`config.mk`:
```
export PLATFORM = sky130hd
export DESIGN_NAME = fir_output_requant
export DESIGN_NICKNAME = d
export VERILOG_FILES = /design/src/rtl/fir_output_requant_pkg.sv /design/src/rtl/fir_sat_trunc.sv /design/src/rtl/fir_output_requant.sv
export SDC_FILE = /design/constraint.sdc
export NUM_CORES = 1
export LEC_CHECK = 0
export ABC_AREA = 1
export CAP_MARGIN = 10
export CORE_UTILIZATION = 39
export DETAILED_ROUTE_END_ITERATION = 8
export PLACE_DENSITY = 0.59
export SKIP_CTS_REPAIR_TIMING = 1
export SLEW_MARGIN = 15
export SYNTH_ARGS = -nofsm -noshare
export SYNTH_HDL_FRONTEND = slang
export SYNTH_SLANG_ARGS = --single-unit
```
`constraint.sdc`:
```
create_clock -name clk -period 3.99 [get_ports clk]
set_input_delay 0.5985 -clock clk [delete_from_list [all_inputs] [get_ports clk]]
set_output_delay 0.5985 -clock clk [all_outputs]
set_load 0.05 [all_outputs]
```
`src/rtl/fir_output_requant_pkg.sv`:
```
// Shared FIR package: default sample widths and the handshake transfer definition.
// Latency: n/a (declarations only).
// Backpressure: a transfer happens when valid is high and busy is low in the same cycle.
package fir_output_requant_pkg;

  // FIR output width and the requantised sample width used along the output path.
  localparam int FIR_IWIDTH = 22;
  localparam int FIR_QWIDTH = 8;

  // A port pair moves one item whenever valid is high and busy is low.
  function automatic logic xfer(input logic valid, input logic busy);
    return valid & ~busy;
  endfunction

endpackage

```
`src/rtl/fir_sat_trunc.sv`:
```
// Saturating truncation of a signed word to QWIDTH bits, with a clip flag.
// Latency: combinational.
// Backpressure: none; the caller registers the result.
//
// Ports:
//   din  - signed IWIDTH-bit input (IWIDTH must exceed QWIDTH)
//   dout - signed QWIDTH-bit result, clipped to [-2^(QWIDTH-1), 2^(QWIDTH-1)-1]
//   clip - high when din did not fit and dout was clipped
module fir_sat_trunc
  import fir_output_requant_pkg::*;
#(
  parameter int IWIDTH = FIR_IWIDTH + 1,
  parameter int QWIDTH = FIR_QWIDTH
) (
  input  logic [IWIDTH-1:0] din,
  output logic [QWIDTH-1:0] dout,
  output logic              clip
);

  logic                   sign;
  logic [IWIDTH-QWIDTH:0] upper;

  // The value fits when every bit from the output MSB upward equals the sign.
  assign sign  = din[IWIDTH-1];
  assign upper = din[IWIDTH-1:QWIDTH-1];
  assign clip  = (upper != {(IWIDTH-QWIDTH+1){sign}});

  always_comb begin
    dout = din[QWIDTH-1:0];
    if (clip) begin
      dout = sign ? {1'b1, {(QWIDTH-1){1'b0}}} : {1'b0, {(QWIDTH-1){1'b1}}};
    end
  end

endmodule

```
`src/rtl/fir_output_requant.sv`:
```
// FIR output requantiser: decimate, round-shift, saturate to QWIDTH with clip count.
// Latency: 2 cycles from kept-sample accept to dout_valid; 1 sample/cycle sustained.
// Backpressure: dout_busy holds stage 2; din_busy rises when both stages are full and
//   stalled, or for the one cycle a configuration write is accepted.
//
// Ports:
//   clk, rst_n                  - clock, asynchronous active-low reset
//   cfg_valid/cfg_busy          - config write handshake; refused while samples are in flight
//   cfg_shift, cfg_decim        - right-shift amount, keep 1 of every cfg_decim+1 samples
//   din_valid/din_busy/din_data - signed FIR result input
//   dout_valid/dout_busy        - requantised sample output handshake
//   dout_data, dout_sat         - signed output sample and its clip flag
//   sat_cnt                     - saturating count of clipped samples transferred out
module fir_output_requant
  import fir_output_requant_pkg::*;
#(
  parameter int IWIDTH = FIR_IWIDTH,
  parameter int QWIDTH = FIR_QWIDTH,
  parameter int SWIDTH = 5,
  parameter int MWIDTH = 4
) (
  input  logic              clk,
  input  logic              rst_n,
  input  logic              cfg_valid,
  output logic              cfg_busy,
  input  logic [SWIDTH-1:0] cfg_shift,
  input  logic [MWIDTH-1:0] cfg_decim,
  input  logic              din_valid,
  output logic              din_busy,
  input  logic [IWIDTH-1:0] din_data,
  output logic              dout_valid,
  input  logic              dout_busy,
  output logic [QWIDTH-1:0] dout_data,
  output logic              dout_sat,
  output logic [15:0]       sat_cnt
);

  logic [SWIDTH-1:0]        shift;
  logic [MWIDTH-1:0]        decim;
  logic [MWIDTH-1:0]        phase;
  logic                     s1_valid;
  logic signed [IWIDTH:0]   s1_data;
  logic signed [IWIDTH:0]   rnd;
  logic signed [IWIDTH:0]   s1_next;
  logic [QWIDTH-1:0]        s2_data;
  logic                     s2_clip;
  logic                     cfg_acc;
  logic                     din_acc;
  logic                     keep;
  logic                     adv;
  logic                     dout_xfer;

  assign cfg_busy  = s1_valid | dout_valid;
  assign cfg_acc   = xfer(cfg_valid, cfg_busy);
  // A config write takes the cycle, so data waits even if the stages are empty.
  assign din_busy  = cfg_acc | (s1_valid & dout_valid & dout_busy);
  assign din_acc   = xfer(din_valid, din_busy);
  assign keep      = din_acc & (phase == '0);
  assign dout_xfer = xfer(dout_valid, dout_busy);
  assign adv       = ~dout_valid | ~dout_busy;

  // One extra bit of headroom so adding the rounding constant never overflows.
  always_comb begin
    rnd = '0;
    if (shift != '0) begin
      rnd = {{IWIDTH{1'b0}}, 1'b1} << (shift - 1'b1);
    end
    s1_next = ($signed({din_data[IWIDTH-1], din_data}) + rnd) >>> shift;
  end

  fir_sat_trunc #(
    .IWIDTH(IWIDTH + 1),
    .QWIDTH(QWIDTH)
  ) u_sat (
    .din  (s1_data),
    .dout (s2_data),
    .clip (s2_clip)
  );

  // Configuration and decimation phase.
  always_ff @(posedge clk or negedge rst_n) begin
    if (!rst_n) begin
      shift <= '0;
      decim <= '0;
      phase <= '0;
    end else if (cfg_acc) begin
      if (32'(cfg_shift) > 32'(IWIDTH - 1)) begin
        shift <= SWIDTH'(IWIDTH - 1);
      end else begin
        shift <= cfg_shift;
      end
      decim <= cfg_decim;
      phase <= '0;
    end else if (din_acc) begin
      phase <= (phase == decim) ? '0 : phase + 1'b1;
    end
  end

  // Stage 1: rounded shift. A new sample is only accepted when this stage
  // will be free at the edge, so loading has priority over draining.
  always_ff @(posedge clk or negedge rst_n) begin
    if (!rst_n) begin
      s1_valid <= 1'b0;
      s1_data  <= '0;
    end else if (keep) begin
      s1_valid <= 1'b1;
      s1_data  <= s1_next;
    end else if (adv) begin
      s1_valid <= 1'b0;
    end
  end

  // Stage 2: saturated output register, held while the output is stalled.
  always_ff @(posedge clk or negedge rst_n) begin
    if (!rst_n) begin
      dout_valid <= 1'b0;
      dout_data  <= '0;
      dout_sat   <= 1'b0;
    end else if (adv) begin
      dout_valid <= s1_valid;
      if (s1_valid) begin
        dout_data <= s2_data;
        dout_sat  <= s2_clip;
      end
    end
  end

  // Clip counter. A config write can only land while the output is empty,
  // so clearing and counting never collide.
  always_ff @(posedge clk or negedge rst_n) begin
    if (!rst_n) begin
      sat_cnt <= '0;
    end else if (cfg_acc) begin
      sat_cnt <= '0;
    end else if (dout_xfer && dout_sat && (sat_cnt != 16'hFFFF)) begin
      sat_cnt <= sat_cnt + 16'd1;
    end
  end

endmodule

```
## After elaboration in Yosys (flattened, before gate mapping)

Index checks and enable logic that the tools add are counted.

- Input bits: 36
- Register bits: 63

- Equality and inequality tests: 3
- Add/sub/neg operators: 4
- Reductions and logical operators: 8
- Bitwise logic cells: 13
- Shifts and indexed selects: 2
- Order comparisons: 1
- Muxes and demuxes: 11

Operator list:

| cell | number |
|---|---|
| $mux 16 | 2 |
| $add 22x23->23 | 1 |
| $mux 23 | 1 |
| $shl 1x5->23 const A | 1 |
| $sshr 23x5->23 | 1 |
| $add 16x1->16 const B | 1 |
| $mux 8 | 2 |
| $ne 16x16->1 const B | 1 |
| $ne 15x15->1 | 1 |
| $mux 4 | 3 |
| $and 1x1->1 | 6 |
| $reduce_bool 2->1 | 3 |
| $gt 5x5->1 const B | 1 |
| $mux 5 | 1 |
| $reduce_bool 5->1 | 1 |
| $sub 5x1->5 const B | 1 |
| $add 4x1->4 const B | 1 |
| $eq 4x4->1 | 1 |
| $logic_not 4->1 | 1 |
| $not 1->1 | 4 |
| $or 1x1->1 | 3 |
| $logic_and 1x1->1 | 2 |
| $mux 1 | 2 |
| $reduce_and 2->1 | 1 |

## Depth between registers and ports, before layout

Gate-level depths: netlist of the first run.

- Depth in word-level cells: 8
- Depth in mapped cells: 27
- Gate-level depth less buffers: 26

## Hierarchy

A second synthesis of the first run with hierarchy kept.

- Cells, all modules: 949
- Area, all modules: 5,894.4 µm²

Modules (own cells, without submodules):

| module | area an instance (µm²) | times used | seq. area each (µm²) | cells each |
|---|---|---|---|---|
| fir_output_requant | 5,676.7 | 1 | 1,576.5 | 903 |
| fir_sat_trunc | 217.7 | 1 | 0.0 | 46 |

## Worst setup path before layout of the first run

No wires, ideal clock.

- Path type: register to register
- Start point: register shift[3]
- End point: register s1_data[0]
- Data arrival time: 2.982 ns
- Slack: 0.890 ns
- Buffers on the path: 2
- Library setup time: 0.118 ns
- Stages on the path, launching flop included: 22
- Data required time: 3.872 ns
- Cell sequence: dfrtp_1 buf_4 clkinv_1 nor2_1 buf_2 inv_1 nor4_1 ha_1 nand2_2 inv_1 a21oi_1 nor2_1 nor2_1 nand2_1 nand2_1 nand3_1 nand3_1 nand3_1 nand3_1 nand2_1 a21oi_1 nor2_1

- Word-level cells in the longest chain between the ends: 5
- Elaborated cells on any way between the ends: 6

Ends and longest elaborated chain:

| what | line | source |
|---|---|---|
| from (decl) | fir_output_requant.sv:38 | `logic [SWIDTH-1:0] shift;` |
| from (signal assigned) | fir_output_requant.sv:88 | `shift <= SWIDTH'(IWIDTH - 1);` |
| from (signal assigned) | fir_output_requant.sv:90 | `shift <= cfg_shift;` |
| $sub 5x1->5 | fir_output_requant.sv:66 | `rnd = {{IWIDTH{1'b0}}, 1'b1} << (shift - 1'b1);` |
| $shl 1x5->23 | fir_output_requant.sv:66 |  |
| $mux 23 | fir_output_requant.sv:65 | `if (shift != '0) begin` |
| $add 22x23->23 | fir_output_requant.sv:68 | `s1_next = ($signed({din_data[IWIDTH-1], din_data}) + rnd) >>> shift;` |
| $sshr 23x5->23 (*) | fir_output_requant.sv:68 |  |
| to (signal assigned) | fir_output_requant.sv:107 | `s1_data <= s1_next;` |
| to (decl) | fir_output_requant.sv:42 | `logic signed [IWIDTH:0] s1_data;` |

Every way passes the cells marked *; elsewhere a longest branch is shown, timed or not.
A chain may end at the register's enable or synchronous reset.

## Worst setup path in the final report of the first run

- Start point: register shift[1]
- End point: register s1_data[10]

The elaborated chain is that of the path after synthesis.

==> results of run 1 <==
==> power by group through the flow <==
stage / clock network, W / logic (W) / registers, W
after floorplan: 0 / 0.00205 / 0.00120
after global placement: 0 / 0.00289 / 0.00115
after detailed placement: 0 / 0.00290 / 0.00115
after CTS: 0.000724 / 0.00291 / 0.00114
after global routing: 0.000743 / 0.00331 / 0.00119
final: 0.000705 / 0.00295 / 0.00115
==> path summary, 6_finish.rpt <==
check / to / cells past startpoint / slack [ps] / startpoint
hold / removal: s1_data[8] / 1 / 330 / rst_n
min in group clk: decim[3] / 2 / 500 / decim[3]
hold reg to reg: decim[3] / 2 / 500 / decim[3]
setup reg to reg: s1_data[10] / 22 / 420 / shift[1]
setup / recovery: s1_data[10] / 22 / 420 / shift[1]
max in group asynchronous: shift[3] / 2 / 2880 / rst_n
==> cells in the final DEF (no fill, tap or decap), types with 4 or more instances in the layout <==
master | Yosys | layout
a21o_1 | 4 | 4
a21oi_1 | 53 | 53
a21oi_2 | 4 | 4
a31oi_1 | 8 | 8
buf_4 | 7 | 18
clkbuf_16 | 0 | 9
clkdlybuf4s50_1 | 0 | 62
clkinv_1 | 5 | 4
dfrtp_1 | 63 | 61
ha_1 | 25 | 25
inv_1 | 133 | 133
nand2_1 | 261 | 261
nand2_2 | 6 | 6
nand3_1 | 166 | 165
nand3_2 | 4 | 5
nand4_1 | 20 | 20
nor2_1 | 80 | 80
nor2_2 | 5 | 5
nor3_1 | 16 | 16
nor4_1 | 5 | 5
o21ai_0 | 25 | 25
xor2_1 | 6 | 6
==> cell families after synthesis <==
kind of cell / after synthesis / share of synthesized area, %
compound gates: 107 / 10.69
flops: 63 / 27.17
fa+ha+maj: 26 / 5.735
simple gates: 571 / 43.60
xor+xnor: 8 / 1.207
buf+inv: 165 / 11.60
==> through the flow <==
step                util (%)  total power, W  setup slack, ps  instances
floorplan                  -        0.003252            890.0        940
global route           47.61        0.005238            66.88       1194
global placement       45.55        0.004040            424.2       1176
finish                 47.61        0.004798            419.4       1194
detailed placement     45.55        0.004042            384.8       1176
CTS                    47.37        0.004772            348.6       1191
==> routing by layer <==
layer / vias up / wire length [um] / share of wire [%]
met1: 2805 / 8637 / 49
li1: 3218 / - / -
met4: 0 / 261 / 1.5
met5: - / 0 / 0
met3: 23 / 927 / 5.3
met2: 179 / 7749 / 44
==> worst reg2reg max path, cell delays in order, from the launching register on <==
cell     delay (ps)
dfrtp_1         470
nor2_4          200
nand2_1         130
nand2_1         130
nand2_1         170
inv_1           130
nand2_1          60
inv_1            60
ha_1            160
inv_1            50
fa_1            400
inv_1           110
nand2_1          80
nand3_1         180
nand2_1         130
nand4_1         180
nand2_4         120
nand2_1          80
nand2_1          70
inv_2           230
nand3_1         160
o21ai_0         100
inv_1            50
==> flip-flops by register name, indices dropped and copies added (netlist names) <==
| signal | cells |
|---|---|
| shift | 5 |
| dout_data | 8 |
| phase | 4 |
| s1_valid | 1 |
| dout_sat | 1 |
| s1_data | 23 |
| sat_cnt | 16 |
| decim | 4 |
| dout_valid | 1 |
==> area by class of cell <==
type                       count  area, um2
inverter                     139      525.5
timing repair buffer          81      760.7
clock inverter                 4      22.52
tap                          184      230.2
clock buffer                  11      242.7
fill                        1582       7615
sequential                    63       1579
multi-input combinational    712       3558
==> synth_stat cells (all sizes together) <==
master	count	share of area [%]
dfrtp	63	27
a311oi	1	0.15
a21oi	58	5.5
o32ai	1	0.15
nor3	16	1.4
a21o	4	0.52
nor4	5	0.54
buf	16	1.8
xnor2	2	0.30
o31ai	1	0.13
clkbuf	10	0.82
a211oi	2	0.26
nand3	170	15
nand2	269	18
a221oi	2	0.30
o2bb2ai	1	0.15
nand4	20	2.2
nor2	87	6.1
clkinv	5	0.32
o21bai	2	0.26
nand3b	3	0.39
o41ai	1	0.15
and2	1	0.11
inv	134	8.7
a211o	1	0.15
fa	1	0.34
ha	25	5.4
xor2	6	0.91
o21ai	25	2.2
a31oi	8	0.86
==> impl_metrics.tcl, run 1 <==
set metrics [dict create \
    outcome "finished clean" \
    holdWs_ps 334.0 \
    io_pins 64 \
    first_pass_iters 5 \
    fin_skew_ps 7.391 \
    period_share_pct 89.49 \
    cp-end-kind "flip-flop" \
    synth.distinct_cells 41 \
    hpwl_um 13940 \
    crit_family "simple AND/OR/NAND/NOR gates" \
    worst_pin_slew_ps 759.1 \
    rsz0062_at_grt "false" \
    ys_seq_area_share_pct 27.17 \
    wire_per_inst_um 14.72 \
    gp_congestion 0.9675 \
    cts_tree "built" \
    syn_avg_cell_area_um2 6.173 \
    hold_violations 0 \
    grt_overflow 0 \
    p_leak_nw 3.430 \
    row_count 44 \
    period_needed_ps 3571 \
    fin_area_um2 6919 \
    grt_usage_pct 24.26 \
    numCtsBuffers 9 \
    cp.required_ps 4210 \
    ys_warn_count 0 \
    slew_violations 0 \
    max_cap_violations 0 \
    finalSetupTns_ps 0 \
    cpPeakStageDelay_ps 470 \
    crit_fanout 14 \
    path_class "reg -> reg" \
    area_delta_synth_final_pct 19.23 \
    cts_max_path_buffers 2 \
    syn_inst 940 \
    antenna_found_initial 0 \
    initial_core_util_pct 39.93 \
    crit_buf_inv 6 \
    vias 6225 \
    worst_skew_pair.late_latency_ps 330 \
    port_buffers 63 \
    drt_wl_total_um 17580 \
    cts_root_buf "clkbuf_16" \
    final_antenna_net_count 0 \
    hp-class "in -> async" \
    die_y_um 124.0 \
    max_freq_mhz 280.1 \
    powerDensity_nw_per_um2 693.5 \
    fp.dieW_um 124.0 \
    grt_use_met2_pct 37.71 \
    drive_above_1_share_pct 6.139 \
    synth_area_um2 5803 \
    pwr-share-clk_pct 14.7 \
    crit_top_cell "nand2_1" \
    slowest_stage "dfrtp_1" \
    vias_per_cell 5.214 \
    power_switching_w 0.002499 \
    dieArea_um2 15370 \
    drcViolationCount 0 \
    grt_busiest_layer "met2" \
    nets 1068 \
    crit_chain "nor2_4 -> nand2_1 -> nand2_1 -> nand2_1 -> inv_1 -> nand2_1 -> inv_1 -> ha_1 -> inv_1 -> fa_1 -> inv_1 -> nand2_1 -> nand3_1 -> nand2_1 -> nand4_1 -> nand2_4 -> nand2_1 -> nand2_1 -> inv_2 -> nand3_1 -> o21ai_0 -> inv_1" \
    syn_nets 1002 \
    met3_usage_pct 4.487 \
    n_antenna_cell 0 \
    ir_drop_uv 340.6 \
    grt.met1_usage_pct 34.16 \
    setup_viol 0 \
    grt_max_degree 35 \
    p_int_w 0.002299 \
    grt_pass1_vias 5776 \
    combPwrFrac_pct 61.4 \
    grt_pass1_wl_um 28640 \
    cp.arrival_ps 3790 \
    core-area_um2 14530 \
    htreeDepth 3 \
    critPathLaunchType "flip-flop" \
    drtIter0Drc 549 \
    slew_headroom_pct 49.39 \
    dpl-instance-area_um2 6620 \
    p_seq_share_pct 23.9 \
    switching_share_pct 52.09 \
    clk_pin_slew_worst_paths_ps 50 \
    numClockSinks 63 \
    ys_ff_latch 63 \
]
No activity file was read; power rests on OpenSTA's default activity.
==> run 2: changes to the inputs <==
--- a/config.mk
+++ b/config.mk
@@ -9,9 +9,12 @@
 export CAP_MARGIN = 10
 export CORE_UTILIZATION = 39
 export DETAILED_ROUTE_END_ITERATION = 8
-export PLACE_DENSITY = 0.59
+export DONT_BUFFER_PORTS = 1
+export MAX_ROUTING_LAYER = met4
+export PLACE_DENSITY = 0.53
 export SKIP_CTS_REPAIR_TIMING = 1
 export SLEW_MARGIN = 15
 export SYNTH_ARGS = -nofsm -noshare
 export SYNTH_HDL_FRONTEND = slang
+export SYNTH_HIERARCHICAL = 1
 export SYNTH_SLANG_ARGS = --single-unit
==> run 2 against run 1 <==
The run now ends with DRC left. Synthesized cell count up 0.96%. Final cell count shrank 4.7%. Sequential power is 11% higher. Via count shrank 3.6%. Design area decreased by 6.4%. Utilization fell by 3.4 points. Register-to-register slack lost 20 ps. Critical path depth did not move. First-iteration DRC count shrank 24%. Critical path type unchanged. Critical endpoint is now s1_data[0]. Largest cell class unchanged.
==> impl_metrics.tcl, run 2 <==
set metrics [dict create \
    hp-class "in -> async" \
    setup_viol 0 \
    cts_tree "built" \
    dpl.cell_count 1121 \
    ys_ff_latch 63 \
    slowest_stage "dfrtp_1" \
    synth_top_area_share_pct 26.75 \
    path_class "reg -> reg" \
    slew_headroom_pct 59.44 \
    max_freq_mhz 278.7 \
    drive_above_1_share_pct 8.595 \
    grt_pass1_wl_um 28990 \
    htreeDepth 3 \
    period_share_pct 89.94 \
    drcViolationCount 2 \
    final_antenna_net_count 0 \
    drt_wl_total_um 17710 \
    fin_area_um2 6474 \
    dpl-instance-area_um2 6116 \
    synthArstFlopShare_pct 100.0 \
    met2_length_um 7873 \
    synth_edf_count 0 \
    outcome "finished with violations" \
    vias_per_cell 5.275 \
    fin_ws_ps 401.4 \
    critPathLaunchType "flip-flop" \
    synth.distinct_cells 43 \
    met3_length_um 1045 \
    top_layer_used "met4" \
    cts_root_buf "clkbuf_16" \
    numCtsBuffers 9 \
    largest_register_ffs 23 \
    layout_common_cells "nand2_1 (269), nand3_1 (170), inv_1 (126)" \
    synthTopCellsByCount "nand2_1 (269), nand3_1 (170), inv_1 (126), nor2_1 (84), dfrtp_1 (63)" \
    n_antenna_cell 0 \
    layout_commonest_cell "nand2_1" \
    cp.required_ps 4240 \
    port_buffers 0 \
    fin_cells 1138 \
    max_cap_violations 0 \
    crit_top_cell "nand3_1" \
    gp_congestion 0.9126 \
    grt_overflow 0 \
    hpwl_um 14200 \
    antenna_found_initial 0 \
    final_util_pct 44.21 \
    dieArea_um2 15610 \
    violations "DRC" \
    hold_violations 0 \
    area_delta_synth_final_pct 9.828 \
    crit_chain "nor2_4 -> nand2_1 -> nand2_1 -> nand2_1 -> inv_1 -> nand2_1 -> inv_1 -> ha_1 -> inv_1 -> fa_1 -> inv_1 -> nand3_1 -> nand3_1 -> nand2_1 -> nand3_1 -> nand2_1 -> a21o_1 -> nand3_1 -> nand3_1 -> nand3_1 -> nand3_1 -> a31oi_1" \
    largest_register "s1_data" \
    synth_area_um2 5894 \
    wire_per_inst_um 15.56 \
    cp-end-kind "flip-flop" \
    ys_warn_count 6 \
    largestRegisters "s1_data (23), sat_cnt (16), dout_data (8)" \
    rsz0062_at_grt "false" \
    synth_area_leaders "dfrtp_1 (27%), nand2_1 (17%), nand3_1 (14%)" \
    grt_usage_pct 23.96 \
    io_pins 64 \
    rr_startpoint "shift[1]" \
    die_y_um 124.9 \
    syn_avg_cell_area_um2 6.211 \
    yosys.area.top_type "dfrtp_1" \
    first_pass_iters 7 \
    crit_fanout 7 \
    fillers 1595 \
    initial_core_util_pct 40.25 \
    cpPeakStageDelay_ps 470 \
    yosys.cell_count.top_type "nand2_1" \
    worst_skew_pair.late_latency_ps 340 \
    powerDensity_nw_per_um2 749.4 \
    wl_met1_um 8545 \
    fp.dieW_um 124.9 \
    slew_violations 0 \
    clk_pin_slew_worst_paths_ps 60 \
    timing.rr.end "s1_data[0]" \
    nets 1011 \
    grt_pass1_vias 5804 \
    row_count 44 \
    fin_skew_ps 9.358 \
    worst_pin_slew_ps 608.5 \
    crit_family "simple AND/OR/NAND/NOR gates" \
    crit_buf_inv 4 \
    cts_max_path_buffers 2 \
    p_leak_nw 3.340 \
    ir_drop_uv 324.5 \
    ys_seq_area_share_pct 26.75 \
    vias 6003 \
    syn_nets 1011 \
    grt_max_degree 64 \
    r2r_setup_slack_ps 400 \
    core-area_um2 14640 \
    worst-r2r-cell-count 22 \
    finalSetupTns_ps 0 \
    synth_ff_type "dfrtp_1" \
    numClockSinks 63 \
    period_needed_ps 3589 \
    syn_inst 949 \
    drtIter0Drc 416 \
    cp.arrival_ps 3840 \
    pre_cts_slack_ps 466.1 \
]
[run 2: changes by cell type after synthesis, moves of 7 or more]
cell / previous run / this run
nand2_1: 261 / 269
inv_1: 133 / 126
mux2_2: 0 / 9
a21oi_1: 53 / 29
[run 2: per-stage QoR]
step	power (W)	hold WS (ps)
after detailed placement	0.003953	306.5
final	0.004852	120.8
after CTS	0.004837	-49.11
after global routing	0.005259	151.9
after floorplan	0.003256	302.9
after global placement	0.003966	306.7
[run 2: worst max-delay path by stage]
stage          startpoint     endpoint  slack (ps)  cells after the start
2_1_floorplan    shift[0]   s1_data[5]         880                     25
5_1_grt          shift[3]  s1_data[11]          30                     24
4_1_cts          shift[3]   s1_data[4]         440                     24
3_3_place_gp     shift[1]   s1_data[4]         500                     24
6_report         shift[1]   s1_data[0]         400                     22
3_5_place_dp     shift[3]   s1_data[4]         470                     24
[run 2: logic make-up after synthesis]
logic type	count (synthesis)	share of synthesized area (%)
and+or+nand+nor	590	44.89
buffers and inverters	165	10.85
AOI/OAI and AO/OA	87	8.788
DFF	63	26.75
adders and majority gates	26	5.646
muxes	10	1.889
xor gates and xnor gates	8	1.189
[run 2: where the power goes]
| part | leakage, nW | switching (W) | internal (W) |
|---|---|---|---|
| combinational | 2.39 | 0.00182 | 0.000885 |
| clock | 0.163 | 0.000304 | 0.000568 |
| sequential | 0.782 | 0.000400 | 0.000877 |
| total | 3.34 | 0.00252 | 0.00233 |
[run 2: layout make-up]
cell class | count | area, um2 | area share, %
clock inverters | 6 | 91.34 | 1.411
repair buffers | 16 | 140.1 | 2.165
clock buffers | 10 | 239.0 | 3.692
inverters | 138 | 518.0 | 8.002
flip-flops and latches | 63 | 1577 | 24.35
multi-input cells | 721 | 3679 | 56.82
well taps | 184 | 230.2 | 3.556
[run 2: layer usage]
layer,up-vias,global-route usage [%]
li1,3080,-
met1,2755,31.93
met2,143,37.28
met3,25,5.777
met4,0,4.304
met5,-,-
[run 2: worst reg2reg max path: stages (launching register included)]
cell	delay [ps]
dfrtp_1	470
nor2_4	190
nand2_1	120
nand2_1	130
nand2_1	160
inv_1	120
nand2_1	70
inv_1	60
ha_1	150
inv_1	50
fa_1	400
inv_1	120
nand3_1	80
nand3_1	180
nand2_1	100
nand3_1	120
nand2_1	90
a21o_1	180
nand3_1	90
nand3_1	130
nand3_1	170
nand3_1	150
a31oi_1	180
==> run 3: changes to the inputs <==
--- a/config.mk
+++ b/config.mk
@@ -7,13 +7,13 @@
 export LEC_CHECK = 0
 export ABC_AREA = 1
 export CAP_MARGIN = 10
+export CORE_MARGIN = 2
 export CORE_UTILIZATION = 39
 export DETAILED_ROUTE_END_ITERATION = 8
 export DONT_BUFFER_PORTS = 1
 export MAX_ROUTING_LAYER = met4
 export PLACE_DENSITY = 0.53
 export SKIP_CTS_REPAIR_TIMING = 1
-export SLEW_MARGIN = 15
 export SYNTH_ARGS = -nofsm -noshare
 export SYNTH_HDL_FRONTEND = slang
 export SYNTH_HIERARCHICAL = 1
==> run 3 against run 2 <==
Combinational power is essentially flat. Highest routed layer unchanged. The flow now finishes without violations. First-iteration DRC count increased by 12%. Sequential power about the same. Critical path type unchanged. Worst hold slack improved by 13 ps. Die area is 3.2% higher.
==> impl_metrics.tcl, run 3 (same netlist as run 2, synthesis figures left out) <==
set metrics [dict create \
    outcome "finished clean" \
    antenna_found_initial 0 \
    vias_per_cell 5.307 \
    hold_violations 0 \
    largest_register_ffs 23 \
    worst_skew_pair.late_latency_ps 330 \
    combPwrFrac_pct 57.4 \
    rr_startpoint "shift[2]" \
    clk_pin_slew_worst_paths_ps 50 \
    numCtsBuffers 9 \
    hp-class "in -> async" \
    port_buffers 0 \
    crit_buf_inv 4 \
    r2r_setup_slack_ps 460 \
    slew_violations 0 \
    numClockSinks 63 \
    fillers 1612 \
    wire_per_inst_um 15.71 \
    nets 1010 \
    drt_wl_total_um 17850 \
    core-area_um2 14640 \
    vias 6029 \
    pwr-share-clk_pct 15.1 \
    area_delta_synth_final_pct 8.661 \
    largestRegisters "s1_data (23), sat_cnt (16), dout_data (8)" \
    slowest_stage "dfrtp_1" \
    cp-end-kind "flip-flop" \
    multi_input_area_um2 3681 \
    ir_drop_uv 450.8 \
    gp_congestion 0.9152 \
    max_cap_violations 0 \
    p_leak_nw 3.297 \
    grt_max_degree 64 \
    die_y_um 126.9 \
    power_switching_w 0.002503 \
    n_antenna_cell 0 \
    htreeDepth 3 \
    cpPeakStageDelay_ps 460 \
    period_share_pct 88.37 \
    period_needed_ps 3526 \
    io_pins 64 \
    crit_top_cell "nand2_1" \
    cts_tree "built" \
    switching_share_pct 53.41 \
    hpwl_um 14150 \
    crit_family "simple AND/OR/NAND/NOR gates" \
    cp.arrival_ps 3780 \
    powerDensity_nw_per_um2 731.7 \
    row_count 44 \
    fin_cells 1136 \
    first_pass_iters 6 \
    cts_max_path_buffers 2 \
    crit_chain "clkinv_1 -> buf_4 -> nand2_1 -> nor2_1 -> inv_1 -> nor2_1 -> ha_1 -> nand2_1 -> nand2_1 -> inv_1 -> nand2_1 -> a21oi_1 -> nand4_2 -> nand2_4 -> nand2_4 -> nand2_1 -> nand2_1 -> nand2_1 -> nand2_1 -> nand2_1 -> nand2_1 -> a21oi_2" \
    fin_skew_ps 7.898 \
    drtIter0Drc 467 \
    critPathLaunchType "flip-flop" \
    dieArea_um2 16110 \
    p_seq_share_pct 27.5 \
    initial_core_util_pct 40.25 \
    max_freq_mhz 283.6 \
    final_antenna_net_count 0 \
    layout_commonest_cell "nand2_1" \
    dpl.cell_count 1120 \
    worst_pin_slew_ps 607.9 \
    cts_root_buf "clkbuf_16" \
    setup_viol 0 \
    final_util_pct 43.74 \
    grt_usage_pct 23.47 \
    worst-r2r-cell-count 22 \
    slew_headroom_pct 59.16 \
    grt_overflow 0 \
    drcViolationCount 0 \
    rsz0062_at_grt "false" \
    seqCellArea_um2 1577 \
    finalSetupTns_ps 0 \
    grt_pass1_wl_um 29420 \
    largest_register "s1_data" \
    crit_fanout 25 \
    timing.rr.end "s1_data[5]" \
    grt_pass1_vias 5764 \
    path_class "reg -> reg" \
    drive_above_1_share_pct 8.298 \
    fp.dieW_um 126.9 \
    cp.required_ps 4250 \
    p_int_w 0.002184 \
    layout_common_cells "nand2_1 (268), nand3_1 (170), inv_1 (126)" \
]
-- run 3: routing by layer --
layer	global-route usage (%)	share of wire, %
met4	4.525	0.86
met1	33.68	50
met2	35.17	44
met3	3.880	5.8
met5	-	0
-- run 3: how the worst max path moves through the flow --
stage,cells past startpoint,start,to
2_1_floorplan,25,shift[0],s1_data[5]
3_3_place_gp,25,shift[3],s1_data[3]
3_5_place_dp,25,shift[3],s1_data[5]
4_1_cts,25,shift[3],s1_data[5]
5_1_grt,26,shift[3],s1_data[4]
6_report,22,shift[2],s1_data[5]
-- run 3: cell type report --
class	count	share of cell area, %
multi-input combinational	721	57.47
sequential	63	24.61
inverter	138	8.088
clock buffer	12	3.848
tap	184	3.594
timing repair buffer	15	2.071
clock inverter	3	0.3126
-- run 3: stage by stage --
stage | power (W) | instance area, um2 | worst slack [ps] | hold WS, ps
after global placement | 0.003955 | 6108 | 537.7 | 307.2
final | 0.004687 | 6405 | 464.2 | 133.5
after floorplan | 0.003256 | 5894 | 875.7 | 302.9
after CTS | 0.004672 | 6375 | 454.7 | -45.24
after global routing | 0.005133 | 6405 | 62.59 | 170.3
after detailed placement | 0.003943 | 6108 | 464.8 | 308.2
-- run 3: power by group through the flow --
stage	clock (W)	combinational, W	sequential (W)
2_1_floorplan	0	0.00205	0.00120
3_3_place_gp	0	0.00266	0.00130
3_5_place_dp	0	0.00265	0.00130
4_1_cts	0.000730	0.00265	0.00129
5_1_grt	0.000757	0.00305	0.00132
6_report	0.000709	0.00269	0.00129
